--- config.mk ---
export PLATFORM = sky130hd
export DESIGN_NAME = wb_result_select
export DESIGN_NICKNAME = d
export VERILOG_FILES = /design/src/rtl/wb_result_select.sv
export SDC_FILE = /design/constraint.sdc
export NUM_CORES = 1
export LEC_CHECK = 0
export BUFFER_PORTS_ARGS = -buffer_cell sky130_fd_sc_hd__buf_4
export CELL_PAD_IN_SITES_DETAIL_PLACEMENT = 0
export CELL_PAD_IN_SITES_GLOBAL_PLACEMENT = 1
export CORE_MARGIN = 1.5
export CORE_UTILIZATION = 33
export DETAILED_ROUTE_END_ITERATION = 16
export PLACE_DENSITY_LB_ADDON = 0.1
export RECOVER_POWER = 100
export SLEW_MARGIN = 10
export SYNTH_ARGS = -nofsm -noshare
export SYNTH_HDL_FRONTEND = slang
export SYNTH_SLANG_ARGS = --single-unit
--- constraint.sdc ---
create_clock -name i_clk -period 2.2 [get_ports i_clk]
set_input_delay 0.11 -clock i_clk [delete_from_list [all_inputs] [get_ports i_clk]]
set_output_delay 0.11 -clock i_clk [all_outputs]
set_load 0.01 [all_outputs]
--- src/rtl/wb_result_select.sv ---
// Registered MEM/WB write-back selector: picks ALU, lane-extracted load, LUI or link value
// and registers it with destination/write qualifiers and a misaligned-load flag.
module wb_result_select #(
    parameter int unsigned NBITS   = 32,
    parameter int unsigned REGBITS = 5
) (
    input  logic               i_clk,
    input  logic               i_reset,
    input  logic               i_valid,
    input  logic               i_stall,
    input  logic               i_flush,
    input  logic [1:0]         i_sel,
    input  logic [1:0]         i_load_size,
    input  logic               i_load_unsigned,
    input  logic [1:0]         i_addr_lsb,
    input  logic [NBITS-1:0]   i_alu_result,
    input  logic [NBITS-1:0]   i_mem_data,
    input  logic [15:0]        i_imm16,
    input  logic [NBITS-1:0]   i_pc_link,
    input  logic [REGBITS-1:0] i_rd,
    input  logic               i_reg_write,
    output logic               o_valid,
    output logic [NBITS-1:0]   o_result,
    output logic [REGBITS-1:0] o_rd,
    output logic               o_reg_write,
    output logic               o_misaligned
);

    localparam logic [1:0] SEL_ALU  = 2'b00;
    localparam logic [1:0] SEL_LOAD = 2'b01;
    localparam logic [1:0] SEL_LUI  = 2'b10;
    localparam logic [1:0] SEL_LINK = 2'b11;

    localparam logic [1:0] SIZE_BYTE = 2'b00;
    localparam logic [1:0] SIZE_HALF = 2'b01;

    logic [7:0]       byte_lane_c;
    logic [15:0]      half_lane_c;
    logic [31:0]      word_lane_c;
    logic [NBITS-1:0] load_val_c;
    logic [NBITS-1:0] result_c;
    logic             misaligned_c;

    // Little-endian lane extraction and extension of the load data
    always_comb begin
        byte_lane_c = 8'h00;
        half_lane_c = i_addr_lsb[1] ? i_mem_data[31:16] : i_mem_data[15:0];
        word_lane_c = i_mem_data[31:0];
        load_val_c  = '0;
        case (i_addr_lsb)
            2'd0:    byte_lane_c = i_mem_data[7:0];
            2'd1:    byte_lane_c = i_mem_data[15:8];
            2'd2:    byte_lane_c = i_mem_data[23:16];
            default: byte_lane_c = i_mem_data[31:24];
        endcase
        case (i_load_size)
            SIZE_BYTE: load_val_c = i_load_unsigned ? NBITS'(byte_lane_c)
                                                    : NBITS'($signed(byte_lane_c));
            SIZE_HALF: load_val_c = i_load_unsigned ? NBITS'(half_lane_c)
                                                    : NBITS'($signed(half_lane_c));
            default:   load_val_c = i_load_unsigned ? NBITS'(word_lane_c)
                                                    : NBITS'($signed(word_lane_c));
        endcase
    end

    // Result mux and misalignment detection (reserved size behaves as word)
    always_comb begin
        result_c     = i_alu_result;
        misaligned_c = 1'b0;
        case (i_sel)
            SEL_ALU:  result_c = i_alu_result;
            SEL_LOAD: begin
                result_c = load_val_c;
                if (i_load_size == SIZE_HALF)
                    misaligned_c = i_addr_lsb[0];
                else if (i_load_size[1])
                    misaligned_c = (i_addr_lsb != 2'b00);
            end
            SEL_LUI:  result_c = NBITS'($signed({i_imm16, 16'h0000}));
            SEL_LINK: result_c = i_pc_link;
            default:  result_c = i_alu_result;
        endcase
    end

    // Output register: reset > flush > stall > load
    always_ff @(posedge i_clk or negedge i_reset) begin
        if (!i_reset) begin
            o_valid      <= 1'b0;
            o_result     <= '0;
            o_rd         <= '0;
            o_reg_write  <= 1'b0;
            o_misaligned <= 1'b0;
        end else if (i_flush) begin
            o_valid      <= 1'b0;
            o_reg_write  <= 1'b0;
            o_misaligned <= 1'b0;
        end else if (!i_stall) begin
            o_valid      <= i_valid;
            o_result     <= result_c;
            o_rd         <= i_rd;
            o_reg_write  <= i_valid & i_reg_write & ~misaligned_c;
            o_misaligned <= i_valid & misaligned_c;
        end
    end

endmodule

## Word level (Yosys, flattened, before mapping)

Cells that the tools add are included.

- Input bits: 130
- Word-level logic and storage cells: 38
- Register bits: 40
- Output and inout port bits: 40

- Multiplexer cells: 15
- Reductions and logical operators: 5
- Equality and inequality tests: 7
- Bitwise operators: 6

Operator list:

| operator | number |
|---|---|
| $pmux W32 S4 | 1 |
| $mux W32 | 2 |
| $pmux W32 S2 | 1 |
| $pmux W8 S3 | 1 |
| $mux W16 | 1 |
| $mux W1 | 9 |
| $eq A2 B1 Y1 const B | 3 |
| $eq A2 B2 Y1 const B | 3 |
| $logic_not A2 Y1 | 3 |
| $and A1 B1 Y1 | 3 |
| $not A1 Y1 | 3 |
| $ne A2 B1 Y1 const B | 1 |
| $reduce_and A2 Y1 | 1 |
| $reduce_bool A2 Y1 | 1 |

## Longest topological paths before layout

Gate-level depths: netlist of run 1.

- Depth in word-level cells: 8
- Mapped depth: 6
- Mapped depth without buffers: 4

## Least setup slack after synthesis of run 1

OpenSTA, ideal clock, no wires.

- Path kind: input -> register
- From: input port i_addr_lsb[0]
- To: register o_result[22]
- Required time: 2.068 ns
- Setup time: 0.132 ns
- Cell stages on the path: 5
- Path slack: 0.956 ns
- Arrival time: 1.113 ns
- Buffers on the path: 1
- Cell sequence: mux2_1 > a22oi_1 > a2111o_1 > buf_6 > o211ai_2

- Longest elaborated chain between the ends: 5
- Elaborated cells between the ends (all ways): 7
- Classes of those cells: eq/ne: 2; mux: 4; reduce/logical: 1

Ends and longest elaborated chain:

| what | RTL line | text |
|---|---|---|
| from (decl) | 15 | `input logic [1:0] i_addr_lsb,` |
| $eq A2 B2 Y1 (tied with other cells) | 50 | `case (i_addr_lsb)` |
| $pmux W8 S3 (*) | 50 |  |
| $mux W32 (*) | 57 | `SIZE_BYTE: load_val_c = i_load_unsigned ? NBITS'(byte_lane_c)` |
| $pmux W32 S2 (*) | 56 | `case (i_load_size)` |
| $pmux W32 S4 (*) | 70 | `case (i_sel)` |
| to (signal assigned) | 99 | `o_result <= result_c;` |
| to (decl) | 23 | `output logic [NBITS-1:0] o_result,` |

Mark *: on every way between the ends. The rest lies on a longest branch, timed or not.
A chain may end at the register's enable or synchronous reset.

## Worst setup path in the final report of run 1

- From: input port i_flush
- To: register o_result[28]

- Longest elaborated chain between the ends: 2

Ends and longest elaborated chain:

| what | RTL line | text |
|---|---|---|
| from (decl) | 11 | `input logic i_flush,` |
| $not A1 Y1 (no line) | n/a |  |
| $reduce_and A2 Y1 (no line) | n/a |  |

No other way between the ends.

==> impl_metrics.json, run 1 <==
{
  "ctsHoldBuffers": 1,
  "hold_path_depth": 3,
  "ctsResizeCount": 0,
  "path_max_fanout": 35,
  "drt_first_iter_violations": 151,
  "layout_common_cells": "buf_4, clkbuf_1, dfrtp_1",
  "min_period_ns": 1.66,
  "r2r_cells": 2,
  "grtUsageTotal_pct": 22.1,
  "startpoint": "i_flush",
  "start_util_pct": 34.1,
  "reg2reg_from": "o_result[28]$_DFFE_PN0P_",
  "dp_hpwl_um": 7770,
  "clock_path_buffers": 2,
  "hold_violations": 0,
  "portBuffers": 169,
  "endpoint": "o_result[28]$_DFFE_PN0P_",
  "fillers": 835,
  "synthCells": 317,
  "fin_skew_ns": 0,
  "pin_count": 170,
  "final_antenna_net_count": 0,
  "grt_pass1_vias": 3007,
  "clkPwrFrac_pct": 29.3,
  "clkSinkCount": 40,
  "die-height_um": 95.1,
  "rows": 33,
  "intPower_uw": 1600,
  "nets": 606,
  "outcome": "finished clean",
  "grt_setup_unrepaired": "no",
  "rr_endpoint": "o_result[28]$_DFFE_PN0P_",
  "finalSetupTns_ns": 0,
  "finalMaxSlewViolations": 0,
  "end_kind": "register",
  "synth_nets": 447,
  "wl_per_cell_um": 17.5,
  "clkLatencyLatePin_ns": 0.29,
  "wl_um": 10200,
  "synth_top_cell_by_area": "dfrtp_1",
  "vias": 3077,
  "ys_seq_area_share_pct": 35.7,
  "cp_data_arrival_time_ns": 1.81,
  "worstMarginPinSlew_ns": 1.06,
  "grt_overflow": 0,
  "startpoint_type": "input pin",
  "cts_setup_buffers": 0,
  "area_growth_pct": 46.8,
  "max-cap-violations": 0,
  "worstHoldStart": "i_rd[4]",
  "final_util_pct": 50.1,
  "first_pass_iters": 4,
  "antenna_found_initial": 0,
  "min_path_type": "in2reg",
  "syn_area_mm2": 0.00280,
  "syn_area_per_cell_um2": 8.84,
  "fmax_ghz": 0.603,
  "ys_top_cells_by_area": "dfrtp_1, mux2i_1, a21oi_1, a22oi_1, o211ai_2",
  "drive_above_1_share_pct": 33.3,
  "ir_drop_mv": 0.245,
  "viasPerCell": 5.29,
  "numCtsBuffers": 5,
  "relSlewSlack_pct": 28.8,
  "routabilityCongestion": 0.819,
  "p_per_area_mw_per_mm2": 556,
  "path_class": "in2reg",
  "ys_warn_count": 0,
  "multi_input_area_mm2": 0.00164,
  "antennaDiodeCount": 0,
  "p_leak_uw": 0.00188,
  "seq_area_mm2": 0.00100,
  "core-area_mm2": 0.00822,
  "setup_viol": 0,
  "grt_pass1_wl_um": 15400,
  "ys_ff_latch": 40,
  "clock-root-buffer": "clkbuf_8",
  "cp_data_required_time_ns": 2.35,
  "die_x_um": 95.1,
  "path_clk_slew_ns": 0.08,
  "hold_slack_ns": 0.00920,
  "reg2reg_slack_ns": 1.34,
  "final_common_cell": "buf_4",
  "power_frac_seq_pct": 39.1,
  "synth.distinct_cells": 37,
  "combPwrFrac_pct": 31.7,
  "cts_tree": "built",
  "synth.top_cell.area_share_pct": 35.7,
  "dieArea_mm2": 0.00905,
  "period_share_pct": 75.4,
  "switchingPower_uw": 692,
  "drc": 0,
  "cts_max_level": 2,
  "grt_max_degree": 41,
  "switching_share_pct": 30.2
}
==> cells in the mapped netlist (all sizes together) <==
cell type  count
a2111o         1
a21o           1
a21oi         26
a221o          8
a221oi         9
a22o           1
a22oi         17
a2bb2oi        1
a311oi         6
a31oi          1
a32oi          2
and2           4
buf           17
clkbuf        11
dfrtp         40
inv            4
mux2           2
mux2i         23
mux4           1
nand2         29
nor2          32
nor2b         16
nor3           7
nor3b          1
nor4b          1
o211ai        17
o21ai         17
o221ai         2
o22ai          7
o31ai          6
or2            1
or3            6
==> kinds of logic after synthesis <==
family                 synth area share [%]
AOI/OAI and AO/OA                      32.1
and+or+nand+nor                        16.7
DFF                                    35.7
buffers and inverters                  5.58
muxes                                  9.96
==> state kept, by name (all words and copies together) (netlist names) <==
register	cells
o_reg_write	1
o_misaligned	1
o_result	32
o_valid	1
o_rd	5
==> per-stage QoR <==
step                total power (uW)  setup slack (ns)  cell area (um2)  std cells
floorplan                       1270             0.956             2800        317
global placement                1720             0.520             4140        573
detailed placement              1730             0.452             4140        573
CTS                             2400             0.750             4270        582
global route                    2410             0.394             4110        582
finish                          2290             0.542             4110        582
==> power groups by stage <==
stage          registers (uW)  logic (uW)  clock network [uW]
6_report                  893         725                 669
3_5_place_dp              911         817                   0
4_1_cts                   897         820                 684
5_1_grt                   907         795                 713
3_3_place_gp              909         807                   0
2_1_floorplan             956         314                   0
==> per-layer routing <==
metal  wire length [um]  GRT usage (%)  vias to the layer above
met1               4220           29.6                     1402
met5                  0              0                        -
li1                   -              -                     1519
met3                978           4.23                        8
met4                147           5.97                        0
met2               4810           36.4                      148
==> worst max-delay path: stages <==
cell	delay, ns
clkbuf_1	0.14
or2_2	0.51
clkbuf_2	0.54
a22oi_1	0.37
o211ai_2	0.12
==> worst min-delay path by stage <==
| stage | slack [ns] | to |
|---|---|---|
| 5_1_grt | 0.02 | o_rd[2]$_DFFE_PN0P_ |
| 6_report | 0.009 | o_rd[4]$_DFFE_PN0P_ |
| 2_1_floorplan | -0.19 | o_misaligned$_DFFE_PN0P_ |
| 3_3_place_gp | 0.13 | o_result[10]$_DFFE_PN0P_ |
| 4_1_cts | 0.001 | o_rd[4]$_DFFE_PN0P_ |
| 3_5_place_dp | 0.13 | o_result[10]$_DFFE_PN0P_ |
==> area by class of cell <==
| type | count | area share [%] |
|---|---|---|
| repair buffers | 180 | 29.1 |
| inverters | 4 | 0.365 |
| clock inverters | 1 | 0.730 |
| clock buffers | 7 | 2.34 |
| well taps | 105 | 3.19 |
| flip-flops and latches | 40 | 24.3 |
| multi-input cells | 245 | 40.0 |
No activity file was read; power rests on OpenSTA's default activity.
==> inputs of run 2 (changes only) <==
- ABC_AREA: not set -> 1
- CORE_UTILIZATION: 33 -> 29
- clock period: 2.2 -> 1.7 ns (I/O delays scaled with it)
==> run 2 against run 1 <==
Net effect: via count increased by 17%; total power grew 28%; setup slack got worse by 0.081 ns; synthesized cell count is 50% higher; combinational power is 31% higher; global-route usage shrank 1.5 points; cell area grew 5.5%; die area up 20%; first-iteration DRC count down 20%; hold slack worse by 0.00056 ns; critical path type unchanged; largest cell class unchanged.
==> impl_metrics.json, run 2 <==
{
  "wl_per_cell_um": 14.2,
  "antenna_found_initial": 0,
  "regMostFlops": "o_result",
  "finalMaxSlewViolations": 0,
  "cts_max_level": 2,
  "largestRegisters": "o_result: 32 flops, o_rd: 5 flops",
  "total_power_uw": 2920,
  "first_pass_iters": 4,
  "synth_top_cell_by_area": "dfrtp_1",
  "cts_tree": "built",
  "vias": 3594,
  "max_stage_delay_ns": 0.62,
  "synthCells": 474,
  "rows": 36,
  "setup_viol": 0,
  "synth.top_cell.area_share_pct": 33.8,
  "cp_num_buf_inv": 3,
  "grt_setup_unrepaired": "no",
  "die_x_um": 104,
  "synth_ff_type": "dfrtp_1",
  "cp_slowest_cell": "clkbuf_2",
  "fin_ws_ns": 0.461,
  "nets": 769,
  "power_frac_seq_pct": 39.4,
  "area_growth_pct": 46.5,
  "synth_nets": 604,
  "path_max_fanout": 35,
  "startpoint": "i_stall",
  "fin_skew_ns": 0,
  "grt_pass1_wl_um": 18200,
  "numCtsBuffers": 5,
  "grt_max_degree": 41,
  "routabilityCongestion": 0.847,
  "drt_first_iter_violations": 121,
  "grt_overflow": 0,
  "switchingPower_uw": 972,
  "yosysMostFrequentCell": "nand2_1",
  "drive_above_1_share_pct": 25.6,
  "path_class": "in2reg",
  "grt_pass1_vias": 3657,
  "path_clk_slew_ns": 0.09,
  "antennaDiodeCount": 0,
  "async_reset_ff_share_pct": 100,
  "p_leak_uw": 0.00229,
  "clkPwrFrac_pct": 28.1,
  "grtUsageTotal_pct": 20.6,
  "cts_setup_buffers": 0,
  "layout_common_cells": "nand2_1, buf_4, nor2_1",
  "final_antenna_net_count": 0,
  "reg2reg_from": "o_result[2]$_DFFE_PN0P_",
  "dp_cells": 759,
  "place_ws_ns": 0.240,
  "ys_warn_count": 0,
  "ctsResizeCount": 0,
  "max-cap-violations": 0,
  "p_per_area_mw_per_mm2": 674,
  "clkSinkCount": 40,
  "period_share_pct": 72.9,
  "ir_drop_mv": 0.306,
  "drc": 0,
  "viasPerCell": 4.65,
  "min_period_ns": 1.24,
  "clkLatencyLatePin_ns": 0.30,
  "path_delay_family": "buffers and inverters",
  "fillers": 1093,
  "final_common_cell": "nand2_1",
  "cp_data_arrival_time_ns": 1.43,
  "synth.distinct_cells": 27,
  "switching_share_pct": 33.2,
  "relSlewSlack_pct": 30.6,
  "outcome": "finished clean",
  "largest_reg_flops": 32,
  "synth_edf_count": 0,
  "clock_path_buffers": 2,
  "start_util_pct": 30.2,
  "dieArea_mm2": 0.0108,
  "end_kind": "register",
  "ys_top_cells_by_count": "nand2_1, nor2_1, dfrtp_1, inv_1",
  "path_cells": "buf_4, nor2_1, inv_2, clkbuf_2, nor2_1, nand2_1, nand2_1",
  "hold_violations": 0,
  "combPwrFrac_pct": 32.5,
  "ys_ff_latch": 40,
  "wl_um": 11000,
  "cp_data_required_time_ns": 1.89,
  "die-height_um": 104,
  "pin_count": 170,
  "dp_hpwl_um": 8660,
  "syn_area_per_cell_um2": 6.25,
  "fmax_ghz": 0.807,
  "portBuffers": 169,
  "min_path_type": "in2reg",
  "clock-root-buffer": "clkbuf_8",
  "ys_seq_area_share_pct": 33.8,
  "core-area_mm2": 0.00982,
  "intPower_uw": 1950,
  "finalSetupTns_ns": 0,
  "syn_area_mm2": 0.00296,
  "startpoint_type": "input pin",
  "fin_cells": 773,
  "worstHoldStart": "i_valid",
  "worstMarginPinSlew_ns": 1.04,
  "ys_top_cells_by_area": "dfrtp_1, nand2_1, nor2_1, a221oi_1, a21oi_1"
}
==> run 2: changes by cell type after synthesis, moves of 11 or more <==
| cell | before | now |
|---|---|---|
| nand3_1 | 0 | 17 |
| inv_1 | 4 | 28 |
| mux2i_1 | 23 | 0 |
| nor2b_1 | 16 | 0 |
| a22oi_1 | 17 | 1 |
| nor2_1 | 32 | 76 |
| nand2_1 | 29 | 189 |
| or2_2 | 0 | 11 |
==> run 2: cell families (layout without fill, tap and decap cells) <==
logic type,after synthesis,count (layout),synth area share (%)
compound gates,76,76,16.1
buf+inv,56,222,8.45
flops,40,40,33.8
simple gates,302,302,41.6
==> run 2: layout make-up <==
type / instances / area (um2) / share of cell area [%]
Multi-Input combinational cell: 378 / 1710 / 39.4
Timing Repair Buffer: 183 / 1230 / 28.4
Sequential cell: 40 / 1000 / 23.1
Tap cell: 133 / 166 / 3.84
Inverter: 31 / 116 / 2.68
Clock buffer: 5 / 68.8 / 1.59
Clock inverter: 3 / 47.5 / 1.10
==> run 2: path summary, 6_finish.rpt <==
path	slack (ns)	endpoint	depth (start not counted)
max in group asynchronous	0.56	o_result[23]$_DFFE_PN0P_	2
min in group asynchronous	0.50	o_result[10]$_DFFE_PN0P_	2
max	0.46	o_result[24]$_DFFE_PN0P_	7
min reg2reg	0.48	o_rd[3]$_DFFE_PN0P_	2
min	0.009	o_valid$_DFFE_PN0P_	3
max reg2reg	1.01	o_result[2]$_DFFE_PN0P_	2
==> run 2: layer usage <==
layer  GRT usage [%]  wire length, um  up-vias  share of wire [%]
met1            26.6             5090     1606                 46
li1                -                -     1851                  -
met3            4.76              661       10                6.0
met5               0                0        -                  0
met4            4.07              117        0                1.1
met2            35.3             5100      127                 46
==> run 2: power groups by stage <==
stage / combinational, uW / clock, uW / sequential (uW)
floorplan: 416 / 0 / 1230
global placement: 1060 / 0 / 1180
detailed placement: 1060 / 0 / 1170
CTS: 1080 / 857 / 1160
global route: 1070 / 889 / 1170
finish: 950 / 821 / 1150
==> run 2: what timing repair did <==
item,4_1_cts,5_1_grt
hold endpoints to repair,45,0
hold buffers,6,0
setup endpoints to repair,0,0
==> run 2: metrics by stage <==
stage	utilization [%]	instance area, um2	hold slack [ns]
4_1_cts	45.8	4500	0.00135
6_report	44.2	4340	0.00864
5_1_grt	44.2	4340	0.00625
2_1_floorplan	-	2960	-0.211
3_5_place_dp	44.0	4330	0.112
3_3_place_gp	44.0	4330	0.105
==> run 2: worst register-to-register path: stages, from the launching register on <==
cell and delay, ns:
dfrtp_1 0.38, nor2_1 0.13, a21oi_1 0.06
==> inputs of run 3 (changes only) <==
- CORE_UTILIZATION: 29 -> 26
- clock period: 1.7 -> 1.1 ns (I/O delays scaled with it)
==> run 3 against run 2 <==
Net effect: critical endpoint is now o_result[2]$_DFFE_PN0P_; critical path type unchanged; largest power group unchanged; clock power grew 110%; sequential power up 56%; setup slack worse by 0.34 ns; sequential share of layout area down 1.6 points; register-to-register slack got worse by 0.59 ns; combinational power increased by 66%.
==> impl_metrics.json, run 3 (synthesized netlist as in run 2, its figures left out) <==
{
  "clock-root-buffer": "clkbuf_16",
  "final_common_cell": "nand2_1",
  "dp_hpwl_um": 9210,
  "viasPerCell": 4.64,
  "worstHoldStart": "i_reg_write",
  "final_antenna_net_count": 0,
  "layout_common_cells": "nand2_1, buf_4, nor2_1",
  "startpoint": "i_sel[1]",
  "drive_above_1_share_pct": 29.6,
  "numCtsBuffers": 5,
  "fmax_ghz": 1.02,
  "reg2reg_from": "o_result[0]$_DFFE_PN0P_",
  "die_x_um": 110,
  "wl_um": 11600,
  "area_growth_pct": 57.7,
  "die-height_um": 110,
  "grt_pass1_vias": 3622,
  "final_util_pct": 42.5,
  "grt_max_degree": 41,
  "antennaDiodeCount": 0,
  "p_leak_uw": 0.00246,
  "use_met1_pct": 24.2,
  "drc": 0,
  "outcome": "finished clean",
  "min_period_ns": 0.978,
  "relSlewSlack_pct": 60.8,
  "vias": 3755,
  "grt.busiest_layer": "met2",
  "path_class": "in2reg",
  "clock_path_buffers": 2,
  "place_ws_ns": -0.189,
  "finalMaxSlewViolations": 0,
  "rows": 38,
  "use_met2_pct": 32.8,
  "cts_tree": "built",
  "largest_reg_flops": 32,
  "grtUsageTotal_pct": 19.1,
  "antenna_found_initial": 0,
  "worstMarginPinSlew_ns": 0.588,
  "largestRegisters": "o_result: 32 flops, o_rd: 5 flops",
  "setup_viol": 0,
  "period_share_pct": 88.9,
  "grt_overflow": 0,
  "portBuffers": 169,
  "cts_max_level": 2,
  "wl_per_cell_um": 14.3,
  "cp_data_arrival_time_ns": 1.13,
  "dieArea_mm2": 0.0120,
  "fillers": 1230,
  "startpoint_type": "input pin",
  "p_per_area_mw_per_mm2": 1090,
  "nets": 799,
  "fin_cells": 810,
  "ir_drop_mv": 0.635,
  "pin_count": 170,
  "path_clk_slew_ns": 0.06,
  "dp_cells": 794,
  "clkLatencyLatePin_ns": 0.28,
  "hold_slack_ns": 0.0270,
  "use_met3_pct": 4.27,
  "first_pass_iters": 4,
  "core-area_mm2": 0.0110,
  "hold_violations": 0,
  "drt_first_iter_violations": 118,
  "cp_data_required_time_ns": 1.25,
  "total_power_uw": 5070,
  "path_max_fanout": 16,
  "clkSinkCount": 40,
  "end_kind": "register",
  "fin_ws_ns": 0.122,
  "regMostFlops": "o_result",
  "min_path_type": "in2reg",
  "fin_skew_ns": 0,
  "max-cap-violations": 0,
  "routabilityCongestion": 0.859,
  "grt_pass1_wl_um": 17800,
  "start_util_pct": 27.0
}
-- run 3: cell types whose count changed in the layout (fill, tap and decap cells not counted), sizes merged --
cell	before	now
clkbuf	53	55
dlygate4sd3	6	7
clkinvlp	0	3
inv	30	31
clkinv	3	0
buf	129	155
-- run 3: final cells by class --
cell class	instances	area (um2)	share of cell area (%)
tap	140	175	3.75
clock inverter	3	46.3	0.991
clock buffer	5	125	2.68
inverter	31	120	2.57
timing repair buffer	212	1480	31.7
timing repair inverter	1	5.00	0.107
multi-input combinational	378	1720	36.8
sequential	40	1000	21.4
-- run 3: timing repair --
action,CTS,global route
buffers inserted,0,0
resized for setup,0,3
hold endpoints to repair,46,0
hold buffers,7,0
setup endpoints to repair,0,6
-- run 3: final timing paths --
kind	end	slack [ns]	depth (start not counted)
worst max register to register	o_result[0]$_DFFE_PN0P_	0.42	2
max in group asynchronous	o_result[23]$_DFFE_PN0P_	0.36	2
min in group asynchronous	o_rd[4]$_DFFE_PN0P_	0.35	2
worst min-delay path	o_reg_write$_DFFE_PN0P_	0.03	3
worst max-delay path	o_result[2]$_DFFE_PN0P_	0.12	6
worst min register to register	o_rd[0]$_DFFE_PN0P_	0.47	2
-- run 3: per-stage QoR --
stage	setup TNS [ns]	cell area, um2
3_3_place_gp	-2.87	4570
5_1_grt	-0.00806	4670
3_5_place_dp	-3.10	4570
6_report	0	4670
4_1_cts	0	4810
2_1_floorplan	0	2960
-- run 3: critical path, stage by stage --
cell and delay, ns:
buf_4 0.14, nand2_1 0.06, inv_1 0.05, clkbuf_4 0.23
a221oi_1 0.47, a21oi_1 0.13
-- run 3: per-layer routing --
layer	share of wire (%)	wire length [um]
met2	46	5340
met1	45	5170
met3	7.9	909
met5	0	0
met4	1.2	135
-- run 3: where the power goes --
part / total (uW) / leakage [uW] / switching (uW) / internal (uW)
logic: 1580 / 0.00189 / 833 / 746
clock network: 1700 / 0.0000804 / 624 / 1080
registers: 1790 / 0.000492 / 115 / 1680
